--- src/rtl/raster_sequencer_pkg.sv ---
// raster_sequencer_pkg
//   Shared definitions for the raster sequencer: controller state encoding
//   and the default axis widths / coordinate offsets.
//   No ports (package).
package raster_sequencer_pkg;

  // Controller states.
  typedef enum logic [1:0] {
    ST_IDLE = 2'd0,
    ST_RUN  = 2'd1,
    ST_DONE = 2'd2
  } state_e;

  localparam int DEF_XW     = 10;
  localparam int DEF_YW     = 11;
  localparam int DEF_BASE_X = 100;
  localparam int DEF_BASE_Y = 200;

endpackage : raster_sequencer_pkg

--- src/rtl/raster_sequencer_offset_unit.sv ---
// offset_unit
//   Purely combinational offset adder: x = BASE_X + dx, y = BASE_Y + dy,
//   both wrapping modulo 2^XW / 2^YW (offsets truncated to the axis width).
//   Ports:
//     dx_i [XW-1:0] x offset within the grid
//     dy_i [YW-1:0] y offset within the grid
//     x_o  [XW-1:0] absolute x coordinate
//     y_o  [YW-1:0] absolute y coordinate
module offset_unit
  import raster_sequencer_pkg::*;
#(
  parameter int XW     = DEF_XW,
  parameter int YW     = DEF_YW,
  parameter int BASE_X = DEF_BASE_X,
  parameter int BASE_Y = DEF_BASE_Y
) (
  input  logic [XW-1:0] dx_i,
  input  logic [YW-1:0] dy_i,
  output logic [XW-1:0] x_o,
  output logic [YW-1:0] y_o
);

  localparam logic [XW-1:0] BASE_X_T = XW'(BASE_X);
  localparam logic [YW-1:0] BASE_Y_T = YW'(BASE_Y);

  // Same-width adds: the carry out is dropped, giving the modulo wrap.
  assign x_o = dx_i + BASE_X_T;
  assign y_o = dy_i + BASE_Y_T;

endmodule : offset_unit

--- src/rtl/raster_sequencer.sv ---
// raster_sequencer
//   Walks a cols x rows grid and emits one (x,y) coordinate per valid/ready
//   handshake. x/y come from the offset_unit fed with the next-state dx/dy,
//   so every output is registered.
//   Optional build macro: RASTER_SEQUENCER_SERPENTINE_EN -- odd rows scan
//   right to left (boustrophedon); undefined means every row left to right.
//   Ports:
//     clock, rst_n      clock (rising edge), async active-low reset
//     start, cols, rows command strobe and grid size (sampled in IDLE)
//     abort             terminate the scan in progress
//     out_valid/ready   beat handshake; out_x/out_y coordinate, out_last
//                       final beat of the grid
//     busy              high in RUN and DONE
//     done              one-cycle pulse on normal completion
module raster_sequencer
  import raster_sequencer_pkg::*;
#(
  parameter int XW     = DEF_XW,
  parameter int YW     = DEF_YW,
  parameter int BASE_X = DEF_BASE_X,
  parameter int BASE_Y = DEF_BASE_Y
) (
  input  logic          clock,
  input  logic          rst_n,
  input  logic          start,
  input  logic [XW-1:0] cols,
  input  logic [YW-1:0] rows,
  input  logic          abort,
  output logic          out_valid,
  input  logic          out_ready,
  output logic [XW-1:0] out_x,
  output logic [YW-1:0] out_y,
  output logic          out_last,
  output logic          busy,
  output logic          done
);

  state_e        state_q, state_d;
  logic [XW-1:0] dx_q, dx_d, cols_q, cols_d;
  logic [YW-1:0] dy_q, dy_d, rows_q, rows_d;
  logic [XW-1:0] x_s;
  logic [YW-1:0] y_s;
  logic          out_valid_d, out_last_d, busy_d, done_d;
  logic          beat_last_s;

  // True when (dx,dy) is the final beat of the grid in scan order.
  function automatic logic is_last_f(input logic [XW-1:0] dx, input logic [YW-1:0] dy,
                                     input logic [XW-1:0] c,  input logic [YW-1:0] r);
    logic row_end;
`ifdef RASTER_SEQUENCER_SERPENTINE_EN
    if (dy[0]) begin
      row_end = (dx == '0);
    end else begin
      row_end = (dx == c - XW'(1));
    end
`else
    row_end = (dx == c - XW'(1));
`endif
    return row_end && (dy == r - YW'(1));
  endfunction

  assign beat_last_s = is_last_f(dx_q, dy_q, cols_q, rows_q);

  offset_unit #(
    .XW(XW), .YW(YW), .BASE_X(BASE_X), .BASE_Y(BASE_Y)
  ) u_offset (
    .dx_i(dx_d),
    .dy_i(dy_d),
    .x_o (x_s),
    .y_o (y_s)
  );

  // State, counter and latched-dimension registers.
  always_ff @(posedge clock or negedge rst_n) begin
    if (!rst_n) begin
      state_q <= ST_IDLE;
      dx_q    <= '0;
      dy_q    <= '0;
      cols_q  <= '0;
      rows_q  <= '0;
    end else begin
      state_q <= state_d;
      dx_q    <= dx_d;
      dy_q    <= dy_d;
      cols_q  <= cols_d;
      rows_q  <= rows_d;
    end
  end

  // Next-state and counter advance.
  always_comb begin
    state_d = state_q;
    dx_d    = dx_q;
    dy_d    = dy_q;
    cols_d  = cols_q;
    rows_d  = rows_q;
    case (state_q)
      ST_IDLE: begin
        if (start) begin
          cols_d = cols;
          rows_d = rows;
          dx_d   = '0;
          dy_d   = '0;
          // An empty grid completes immediately without emitting beats.
          if ((cols != '0) && (rows != '0)) begin
            state_d = ST_RUN;
          end else begin
            state_d = ST_DONE;
          end
        end else begin
          state_d = ST_IDLE;
        end
      end
      ST_RUN: begin
        // A consumed last beat beats a simultaneous abort.
        if (out_ready && beat_last_s) begin
          state_d = ST_DONE;
          dx_d    = '0;
          dy_d    = '0;
        end else if (abort) begin
          state_d = ST_IDLE;
          dx_d    = '0;
          dy_d    = '0;
        end else if (out_ready) begin
`ifdef RASTER_SEQUENCER_SERPENTINE_EN
          // At a row end dx stays put: the next row starts at the same column.
          if (dy_q[0]) begin
            if (dx_q == '0) begin
              dy_d = dy_q + YW'(1);
            end else begin
              dx_d = dx_q - XW'(1);
            end
          end else begin
            if (dx_q == cols_q - XW'(1)) begin
              dy_d = dy_q + YW'(1);
            end else begin
              dx_d = dx_q + XW'(1);
            end
          end
`else
          if (dx_q == cols_q - XW'(1)) begin
            dx_d = '0;
            dy_d = dy_q + YW'(1);
          end else begin
            dx_d = dx_q + XW'(1);
          end
`endif
        end else begin
          state_d = ST_RUN;
        end
      end
      ST_DONE: begin
        state_d = ST_IDLE;
      end
      default: begin
        state_d = ST_IDLE;
      end
    endcase
  end

  // Output next values, derived from the next state so outputs can be registered.
  always_comb begin
    out_valid_d = (state_d == ST_RUN);
    out_last_d  = (state_d == ST_RUN) && is_last_f(dx_d, dy_d, cols_d, rows_d);
    busy_d      = (state_d != ST_IDLE);
    done_d      = (state_d == ST_DONE);
  end

  // Output registers.
  always_ff @(posedge clock or negedge rst_n) begin
    if (!rst_n) begin
      out_valid <= 1'b0;
      out_last  <= 1'b0;
      busy      <= 1'b0;
      done      <= 1'b0;
      out_x     <= XW'(BASE_X);
      out_y     <= YW'(BASE_Y);
    end else begin
      out_valid <= out_valid_d;
      out_last  <= out_last_d;
      busy      <= busy_d;
      done      <= done_d;
      out_x     <= x_s;
      out_y     <= y_s;
    end
  end

endmodule : raster_sequencer

--- config.mk ---
export PLATFORM = sky130hd
export DESIGN_NAME = raster_sequencer
export DESIGN_NICKNAME = d
export VERILOG_FILES = /design/src/rtl/raster_sequencer_pkg.sv /design/src/rtl/raster_sequencer_offset_unit.sv /design/src/rtl/raster_sequencer.sv
export SDC_FILE = /design/constraint.sdc
export NUM_CORES = 1
export LEC_CHECK = 0
export CAP_MARGIN = 25
export CORE_MARGIN = 4
export CORE_UTILIZATION = 30
export DETAILED_ROUTE_END_ITERATION = 8
export GPL_TIMING_DRIVEN = 0
export PLACE_DENSITY = 0.44
export REMOVE_ABC_BUFFERS = 1
export SLEW_MARGIN = 10
export SYNTH_ARGS = -nofsm -noshare
export SYNTH_HDL_FRONTEND = slang
export SYNTH_SLANG_ARGS = --single-unit
--- constraint.sdc ---
create_clock -name clock -period 4.7 [get_ports clock]
set_clock_uncertainty 0.2 [all_clocks]
set_input_delay 0.47 -clock clock [delete_from_list [all_inputs] [get_ports clock]]
set_output_delay 0.47 -clock clock [all_outputs]
set_load 0.01 [all_outputs]
==> results.cfg <==
[run_status]
status = completed

[worst_setup_path]
arrival_ps = 4400
regToRegStartpoint = cols_q[0]$_DFF_PN0_
crit_required_ps = 4740
cp_num_buf_inv = 3
critical_path.slowest_cell = clkdlybuf4s50_1
path_class = in2reg
crit_path_start_kind = input port
rr_worst_depth = 12
ff2ff_setup_slack_ps = 400
r2r-end = out_last$_DFF_PN0_
worstPathCellList = clkdlybuf4s50_1 -> nor3b_4 -> buf_4 -> nor2_1 -> a21oi_1 -> ha_1 -> inv_1 -> nor4_1 -> xor2_1 -> mux2i_2 -> mux2i_1 -> a211oi_1 -> nand4_1 -> nor4_1 -> nand4_1 -> nor4_2
crit_start = start
critPathMaxStageDelay_ps = 530
end_kind = flop
critical_path.top_delay_family = simple AND/OR/NAND/NOR gates
path_max_fanout = 14

[logic_synthesis]
yosys.area.top_type = dfrtp_1
ys_types = 77
yosys_register_bits = 64
syn_inst = 593
syn_area_mm2 = 0.00501
async_flop_share_pct = 100
synth_edf_count = 0
yosys.area.top_type_share_pct = 29.0
yosysWarnings = 0
ys_dominant_reg_cell = dfrtp_1
syn_avg_cell_area_um2 = 8.45
synthTopCellsByArea = dfrtp_1, xnor2_1, nand2_1, xor2_1, mux2i_1
synth.yosys.seq_area_share_pct = 32.1

[sta]
fin_crit_ps = 4360
drv_slew = 0
relSlewSlack_pct = 32.6
fmax_mhz = 229
grt_setup_unrepaired = no
hold_viol_final = 0
worstMarginPinSlew_ps = 1000
finalSetupViolations = 0
post-route-period-util_pct = 92.8
fin_tns_setup_ps = 0

[place]
place_inst = 825
port_buffers = 50
gp_congestion = 0.928
dp.final_hpwl_um = 12000

[floorplan]
start_util_pct = 31.1
rows = 46
dieHeight_um = 137
die_x_um = 137
io_pins = 51
dieArea_mm2 = 0.0188
core-area_mm2 = 0.0161

[global_routing]
grt.overflow.total = 0
antenna_found_initial = 0
first_global_vias = 4621
grt_max_degree = 36
track_usage_pct = 17.7
grt_pass1_wl_um = 25400

[flow_run]
maxCapViolCount = 0

[cts]
cts_tree = done
numClockSinks = 64
clkLatencyLatePin_ps = 350
cts.path.max_buffers = 2
cts_buffers = 9
cts.clk_slew.worst_paths_ps = 60
cts-root-buf = clkbuf_16
htreeDepth = 3

[power]
ir_worst_vdd_v = 0.000190
finalPower_w = 0.00264
p_per_area_mw_per_mm2 = 438
leakage_nw = 2.47

[layout]
syn2layout_area_growth_pct = 20.4
n_antenna_cell = 0
layout_commonest_cell = nand2_1
nets = 658
stdcell_count = 845
final_cell_mix = nand2_1, dfrtp_1, clkdlybuf4s50_1
drive_gt1_share_pct = 9.86

[detailed_routing]
via_count = 4538
ant_nets = 0
routedWlPerCell_um = 18.7
via_per_inst = 5.37
drcViolationCount = 0
postRouteWirelength_um = 15800
drt-initial-drc-count = 293
first_pass_iters = 5

[min_path]
min_path_cells = 2
hold_path_class = reg2reg
hold_end = cols_q[9]$_DFF_PN0_
min_from = cols_q[9]$_DFF_PN0_
[layout make-up]
cell class / count / area, um2
repair buffers: 58 / 584
clock inverters: 5 / 80.1
clock buffers: 11 / 243
inverters: 25 / 93.8
flip-flops and latches: 64 / 1610
well taps: 216 / 270
multi-input cells: 466 / 3150
fillers: 1702 / 10100
[worst min-delay path, cell delays in order, from the launching register on]
cell     delay, ps
dfrtp_1        360
mux2i_1         70
inv_1           80
[power breakdown]
group | total, W | internal [W] | switching [W]
combinational | 0.00115 | 0.000465 | 0.000684
clock | 0.000741 | 0.000478 | 0.000263
sequential | 0.000753 | 0.000626 | 0.000127
[cell usage after synthesis (3+ instances only)]
cell and number:
and2_1 5, o211ai_1 6, nor2_1 44, nand4_1 14, o31ai_1 3, or2_2 6
nor2b_1 5, and3_1 5, a31oi_1 5, o211a_1 5, o32ai_1 5, nand2_1 76
dfrtp_1 58, nor3b_1 7, a311oi_1 4, inv_1 25, dfstp_2 6, nor4_1 14
buf_4 6, clkbuf_1 22, xor2_1 26, xnor2_1 42, a211oi_1 4, a21oi_1 20
nor3_1 17, mux2i_1 18, nand3_1 25, mux2_2 4, nand2b_1 8, or3_1 5
o21ai_0 20, ha_1 8, or4_1 5, a21o_1 7, buf_2 6, a22o_1 4
[cell families after synthesis]
kind of cell / synth area share, %
compound gates: 18.6
xor+xnor: 11.9
fa+ha+maj: 2.00
buf+inv: 5.62
flops: 32.1
mux: 4.49
simple gates: 25.3
[routing by layer]
| layer | routed length [um] | track usage [%] | share of wire [%] | vias up |
|---|---|---|---|---|
| met5 | 0 | 0 | 0 | - |
| met4 | 415 | 7.15 | 2.6 | 0 |
| met3 | 541 | 3.25 | 3.4 | 24 |
| met2 | 7570 | 29.2 | 48 | 104 |
| met1 | 7240 | 22.8 | 46 | 2224 |
| li1 | - | - | - | 2186 |
[stage by stage]
stage                     hold WS (ps)  setup WS [ps]  util, %  cell area [um2]
after floorplan                  -25.6           -772        -             4820
after global placement             337          -3420     34.7             5590
after detailed placement           245           -805     35.0             5650
after CTS                          356            202     37.2             6000
after global routing               404           32.7     37.4             6030
final                              352            337     37.4             6030
[worst max path at each step]
stage / cells past startpoint / slack (ps) / to
floorplan: 13 / -770 / out_last$_DFF_PN0_
finish: 16 / 340 / out_last$_DFF_PN0_
detailed placement: 16 / -810 / out_last$_DFF_PN0_
global route: 16 / 30 / out_last$_DFF_PN0_
CTS: 12 / 200 / out_last$_DFF_PN0_
global placement: 14 / -3420 / out_last$_DFF_PN0_
[timing repair]
action,in CTS,in global routing
buffers inserted,2,0
hold buffers,1,0
hold endpoints to repair,29,0
gates resized for setup,1,3
setup endpoints to repair,1,2
[sequential cells by signal, summed over array words and instances, names as in the netlist]
register and count:
dy_q 8, done 1, out_last 1, dx_q 8, out_y 11, state_q 2, busy 1, cols_q 10
out_x 10, out_valid 1, rows_q 11
(Power assumes the default switching activity.)
